`src/rtl/dual_count_arbiter.sv`:
```
// Round-robin arbiter sharing one dual-channel event counter between two burst requesters.
// Channel 1 bursts are scaled by the counter's prescale so the requester sees visible increments.
module dual_count_arbiter #(
  parameter int LEN_W      = 16,
  parameter int DIV1_SHIFT = 2
) (
  input  logic             Clk,
  input  logic             Reset,
  input  logic             Req0,
  input  logic [LEN_W-1:0] Len0,
  output logic             Ack0,
  output logic             Done0,
  input  logic             Req1,
  input  logic [LEN_W-1:0] Len1,
  output logic             Ack1,
  output logic             Done1,
  input  logic             Clr,
  output logic             ClrAck,
  output logic             Cnt_En,
  output logic             Cnt_Slt,
  output logic             Cnt_Reset,
  output logic             Busy
);

  localparam int REM_W = LEN_W + DIV1_SHIFT;

  typedef enum logic [1:0] {IDLE, CLEAR, RUN, DONE} state_t;

  state_t           r_state;
  logic [REM_W-1:0] r_remaining;
  logic             r_gnt;
  logic             r_rrLast;
  logic             r_ack;

  logic             w_anyReq;
  logic             w_gntNext;
  logic [REM_W-1:0] w_load;

  // On a tie the channel that did not win last time is granted.
  always_comb begin
    w_anyReq  = Req0 | Req1;
    w_gntNext = (Req0 && Req1) ? ~r_rrLast : Req1;
    w_load    = w_gntNext ? (REM_W'(Len1) << DIV1_SHIFT) : REM_W'(Len0);
  end

  always_ff @(posedge Clk) begin
    if (Reset) begin
      r_state     <= IDLE;
      r_remaining <= '0;
      r_gnt       <= 1'b0;
      r_rrLast    <= 1'b1;
      r_ack       <= 1'b0;
    end else begin
      r_ack <= 1'b0;
      case (r_state)
        IDLE: begin
          if (Clr) begin
            r_state <= CLEAR;
          end else if (w_anyReq) begin
            r_gnt       <= w_gntNext;
            r_rrLast    <= w_gntNext;
            r_remaining <= w_load;
            r_ack       <= 1'b1;
            r_state     <= (w_load != '0) ? RUN : DONE;
          end
        end
        CLEAR: r_state <= IDLE;
        RUN: begin
          r_remaining <= r_remaining - REM_W'(1);
          if (r_remaining == REM_W'(1)) r_state <= DONE;
        end
        DONE:    r_state <= IDLE;
        default: r_state <= IDLE;
      endcase
    end
  end

  // All outputs decode registered state only; Cnt_Slt keeps the last grant while idle.
  assign Ack0      = r_ack & ~r_gnt;
  assign Ack1      = r_ack &  r_gnt;
  assign Done0     = (r_state == DONE) & ~r_gnt;
  assign Done1     = (r_state == DONE) &  r_gnt;
  assign ClrAck    = (r_state == CLEAR);
  assign Cnt_Reset = (r_state == CLEAR);
  assign Cnt_En    = (r_state == RUN);
  assign Cnt_Slt   = r_gnt;
  assign Busy      = (r_state != IDLE);

endmodule

```
`config.mk`:
```
export PLATFORM = sky130hd
export DESIGN_NAME = dual_count_arbiter
export DESIGN_NICKNAME = d
export VERILOG_FILES = /design/src/rtl/dual_count_arbiter.sv
export SDC_FILE = /design/constraint.sdc
export NUM_CORES = 1
export LEC_CHECK = 0
export ABC_AREA = 1
export ABC_CLOCK_PERIOD_IN_PS = 1300
export CORE_MARGIN = 2
export CORE_UTILIZATION = 57
export CTS_CLUSTER_DIAMETER = 40
export DETAILED_ROUTE_END_ITERATION = 16
export DONT_BUFFER_PORTS = 1
export HOLD_SLACK_MARGIN = 0.08
export PLACE_DENSITY = 0.76
export SYNTH_ARGS = -nofsm -noshare
export SYNTH_HDL_FRONTEND = slang
export SYNTH_SLANG_ARGS = --single-unit
```
`constraint.sdc`:
```
create_clock -name Clk -period 1.3 [get_ports Clk]
set_input_delay 0.26 -clock Clk [delete_from_list [all_inputs] [get_ports Clk]]
set_output_delay 0.26 -clock Clk [all_outputs]
set_load 0.005 [all_outputs]
```
### Yosys cells after proc, flatten, opt, wreduce, memory -nomap -nowiden

Cells that the tools add are included.

* register bits: 23
* latch bits: 0
* bits in writable memories: 0
* bits in read-only memories: 0
* bits of input ports: 37
* word-level logic and storage cells: 44
* memories: 0

* $add $sub $neg: 1
* $mul: 0
* div/mod/pow operators: 0
* $lt $le $gt $ge: 0
* equality and inequality tests: 8
* shift operators: 0
* muxes and demuxes: 11
* bitwise operators: 9
* reduce and logical (&&, ||, !) cells: 10

Operators with widths (number)
* two-way mux 18 bit: 3
* case mux 18 bit (2 select lines): 1
* == test 18 x 1 -> 1 bit (second input constant): 1
* nonzero test 18 bit: 1
* subtractor 18 x 1 -> 18 bit (second input constant): 1
* two-way mux 2 bit: 3
* case mux 2 bit (3 select lines): 1
* AND reduction 3 bit: 2
* bitwise AND 1 bit: 4
* == test 2 bit (second input constant): 2
* != test 2 bit (second input constant): 2
* inverter 1 bit: 4
* nonzero test 2 bit: 2
* two-way mux 1 bit: 3
* != test 3 bit (second input constant): 1
* OR reduction 3 bit: 1
* == test 2 x 1 -> 1 bit (second input constant): 1
* logical NOT 2 bit: 1
* != test 2 x 1 -> 1 bit (second input constant): 1
* AND reduction 2 bit: 1
* OR reduction 2 bit: 1
* logical AND 1 bit: 1
* OR 1 bit: 1

### Depth between registers and ports, before layout

* depth after elaboration: 8
* gate-level depth with buffers: 10

### Worst setup path after synthesis

Ideal clock, no wire load.

* path type: reg-to-reg
* start: register r_remaining[0]
* end: register r_remaining[4]
* library setup time: 110 ps
* arrival time: 1267 ps
* data required time: 1190 ps
* path slack: -77 ps
* cell stages (with the launch flop): 10
* buffers on the path: 0
* cell sequence: dfxtp_1 inv_1 ha_1 nand2_1 inv_1 or2_2 nand3_1 nand3_1 nand2_1 inv_1

* word-level cells in the longest chain between the ends: 2

Ends and longest elaborated chain
* from (decl): line 30 `logic [REM_W-1:0] r_remaining;`
* from (signal assigned): line 62 `r_remaining <= w_load;`
* from (signal assigned): line 69 `r_remaining <= r_remaining - REM_W'(1);`
* subtractor 18 x 1 -> 18 bit: line 69
* case mux 18 bit (2 select lines): line 55 `case (r_state)`

No other way between the ends.
A chain may end at the register's enable or synchronous reset.

### Worst setup path after layout

* start: register r_remaining[4]
* end: register r_remaining[15]

Same word-level chain as after synthesis.

==> results by group <==
Synthesis
  – Main synth FF type: dfxtp_1
  – Mapped cell area: 0.00183 mm²
  – Ys Warns: 0
  – Synth cell types: 33
  – Post-Synthesis Cells: 307
  – Net Count, Synth: 346
  – Post-synthesis sequential area ratio: 25.1%
  – EDFF count, synth: 0
  – Post-Syn Area per Cell: 5.97 µm²
  – Synth Register Bits: 23
  – Asr flop ratio synth: 0%

Timing
  – Fmax: 643 MHz
  – Worst setup margin: -0.255 ns
  – Tcrit/Tclk final: 120%
  – Max Clock Skew: 0.00446 ns
  – Rel. slew slack: 45.8%
  – Shortest period the worst path allows: 1.55 ns
  – WHS: 0.109 ns
  – Slew Viols, Final: 0
  – Final setup viols: 26
  – Final hold viol count: 0
  – Worst-margin pin slew: 0.813 ns
  – RSZ-0062 raised after global routing: yes

Pwr
  – VDD IR max: 0.739 mV
  – Internal power: 0.00176 W
  – Clk network pwr share: 11.4%
  – Combinational share of power: 60.9%
  – Net Sw Power: 0.00149 W
  – Pwr Density: 1160 mW/mm²
  – Total Power: 0.00325 W
  – Switching part of the total power: 45.8%
  – Register share of total power: 27.7%
  – Leakage: 1.27 nW

CTS
  – Num CTS Buffers: 3
  – Reg clk slew, reported paths: 0.15 ns
  – Root buffer cell: clkbuf_4
  – CTS max path bufs: 2
  – H-Tree Depth: 1
  – Clk Latency, worst-skew pair: 0.33 ns
  – CTS tree: yes
  – Clock sinks: 23

Floorplan
  – Area of the core: 0.00305 mm²
  – Starting Density: 60.0%
  – Site Rows: 20
  – Total die area: 0.00369 mm²
  – Chip height: 60.7 µm
  – # IOs: 46
  – Die Wd: 60.7 µm

GRT
  – Grt ovf: 0
  – Global-route wire length before repair: 9980 µm
  – Largest net degree at the start of global routing: 20
  – Vias in the first global route: 2246
  – Gr usage total: 36.6%
  – Initial antenna violation count: 0

Layout
  – Share of layout cells above drive strength 1: 46.2%
  – Post-Layout Cell Count: 408
  – Fin area: 0.00280 mm²
  – Area Overhead vs Synth: 52.7%
  – # diodes: 0
  – Nets: 404
  – Area occupied by multi-input gates: 0.00156 mm²
  – Register area: 482 µm²
  – Util after Layout: 91.7%
  – # fillers: 126

Min path
  – Hold Path End: r_state[0]$_SDFFE_PP0P_
  – Hold Crit Class: input pin to flop
  – Hold path startpoint: Clr
  – Hold Crit Depth: 2

Drt
  – DRC: 0
  – Initial drt markers: 340
  – Final ANT Viol Nets: 0
  – Wirelength per Cell: 19.5 µm
  – Final wirelength: 7960 µm
  – Vias: 2582
  – Detail-routed via count per cell: 6.33
  – Drt first pass iters: 5

Placed design
  – IO Port Bufs: 0
  – DP HPWL: 4030 µm
  – Cell area after placement: 0.00210 mm²
  – Placed cells: 378
  – Gpl congestion: 0.937

Critical path
  – Reg-to-reg slack, setup: -0.25 ns
  – Critical Path AT: 1.75 ns
  – Startpoint class of the critical path: flop
  – Worst R2R End: r_remaining[15]$_SDFFE_PP0P_
  – R2R depth: 8
  – Crit path kind: flop to flop
  – Launch point of the worst reg-to-reg path: r_remaining[4]$_SDFFE_PP0P_
  – Largest fanout on the critical path: 7
  – Worst Path Required: 1.50 ns
  – Critical Path Sink Type: flop

Outcome
  – Failing checks: negative setup slack
  – Status: finished with violations

Flow run
  – Max_cap viols: 0
==> registers in the layout, summed over array words and instances (netlist names) <==
signal       cells
r_remaining     18
r_state          2
Cnt_Slt          1
r_ack            1
r_rrLast         1
==> layout by cell type (no fill, tap or decap), drive strengths merged <==
cell type,instances
a21oi,17
a31oi,2
and2,1
and3,1
buf,57
clkbuf,3
clkinv,1
clkinvlp,1
dfxtp,23
dlygate4sd3,2
dlymetal6s4s,1
ha,2
inv,30
nand2,103
nand3,40
nand3b,3
nand4,4
nor2,51
nor3,1
o211ai,2
o21a,1
o21ai,12
o21bai,1
o22ai,2
or2,1
xor2,2
==> cells by family (layout without fill, tap and decap cells) <==
kind of cell               Yosys count  count (layout)  synth area share, %
adders and majority gates            2               2                 1.36
and+or+nand+nor                    202             205                 50.1
buffers and inverters               41              95                 11.1
DFF                                 23              23                 25.1
AOI/OAI and AO/OA                   37              37                 11.3
xor gates and xnor gates             2               2                0.956
==> cell usage after synthesis (2+ instances only) <==
| cell type | n | area share (%) |
|---|---|---|
| dfxtp_1 | 23 | 25 |
| a31oi_1 | 2 | 0.68 |
| a21oi_1 | 16 | 4.4 |
| clkbuf_1 | 2 | 0.41 |
| o22ai_1 | 2 | 0.68 |
| buf_6 | 6 | 3.7 |
| o21ai_1 | 4 | 1.1 |
| nand3_1 | 40 | 11 |
| o21ai_0 | 7 | 1.9 |
| nor2_2 | 4 | 1.4 |
| nand2_1 | 96 | 20 |
| o211ai_1 | 2 | 0.82 |
| nor2_4 | 3 | 1.8 |
| inv_1 | 30 | 6.1 |
| ha_1 | 2 | 1.4 |
| xor2_1 | 2 | 0.96 |
| nand3b_1 | 3 | 1.2 |
| nand4_1 | 3 | 1.0 |
| nor2_1 | 43 | 8.8 |
| nand2_4 | 4 | 2.5 |
==> per-stage QoR <==
step / setup TNS (ns) / worst slack [ns]
4_1_cts: -1.12 / -0.120
6_report: -2.35 / -0.255
5_1_grt: -3.48 / -0.275
3_3_place_gp: -0.170 / -0.0599
2_1_floorplan: 0 / 0.0229
3_5_place_dp: -0.603 / -0.112
==> timing repair <==
action                     4_1_cts  5_1_grt
gates resized for setup         74       66
setup endpoints to repair       25       29
hold buffers                     2        1
gates cloned                     3        1
pin swaps                       33       32
hold endpoints to repair        17        1
buffers inserted                12       10
==> worst max-delay path by stage <==
stage | cells past startpoint | startpoint | to
floorplan | 9 | r_remaining[0]$_SDFFE_PP0P_ | r_remaining[4]$_SDFFE_PP0P_
global placement | 9 | r_rrLast$_SDFFE_PP1P_ | r_state[0]$_SDFFE_PP0P_
detailed placement | 8 | r_remaining[1]$_SDFFE_PP0P_ | r_remaining[7]$_SDFFE_PP0P_
CTS | 5 | r_state[1]$_SDFFE_PP0P_ | Busy
global route | 8 | r_remaining[3]$_SDFFE_PP0P_ | r_remaining[15]$_SDFFE_PP0P_
finish | 8 | r_remaining[4]$_SDFFE_PP0P_ | r_remaining[15]$_SDFFE_PP0P_
==> metal layers <==
layer	GRT usage, %	wire, µm	up-vias
li1	-	-	1105
met1	42.8	2690	1168
met2	65.4	3770	241
met3	5.12	893	68
met4	17.4	602	0
met5	0	0	-
==> worst max-delay path, stage by stage, from the launching register on <==
cell and delay, ns:
dfxtp_4 0.39, nor2_1 0.15, nand2_1 0.12, nor2_4 0.26, nand2_2 0.12, nor2_1 0.14
nand2_1 0.08, nand3_1 0.09, a21oi_1 0.07
==> power groups by stage <==
stage | Combinational (W) | Clock, W | Sequential [W]
detailed placement | 0.00125 | 0 | 0.000882
floorplan | 0.000843 | 0 | 0.000867
finish | 0.00197 | 0.000370 | 0.000901
global route | 0.00207 | 0.000384 | 0.000905
CTS | 0.00155 | 0.000354 | 0.000876
global placement | 0.00123 | 0 | 0.000879
==> cell type report <==
cell class | instances | share of cell area, %
Inverter | 31 | 4.38
Tap cell | 44 | 1.97
Timing Repair Buffer | 60 | 19.6
Clock inverter | 1 | 0.179
Multi-Input combinational cell | 246 | 55.9
Clock buffer | 3 | 0.805
Sequential cell | 23 | 17.2
(Power assumes the default switching activity.)
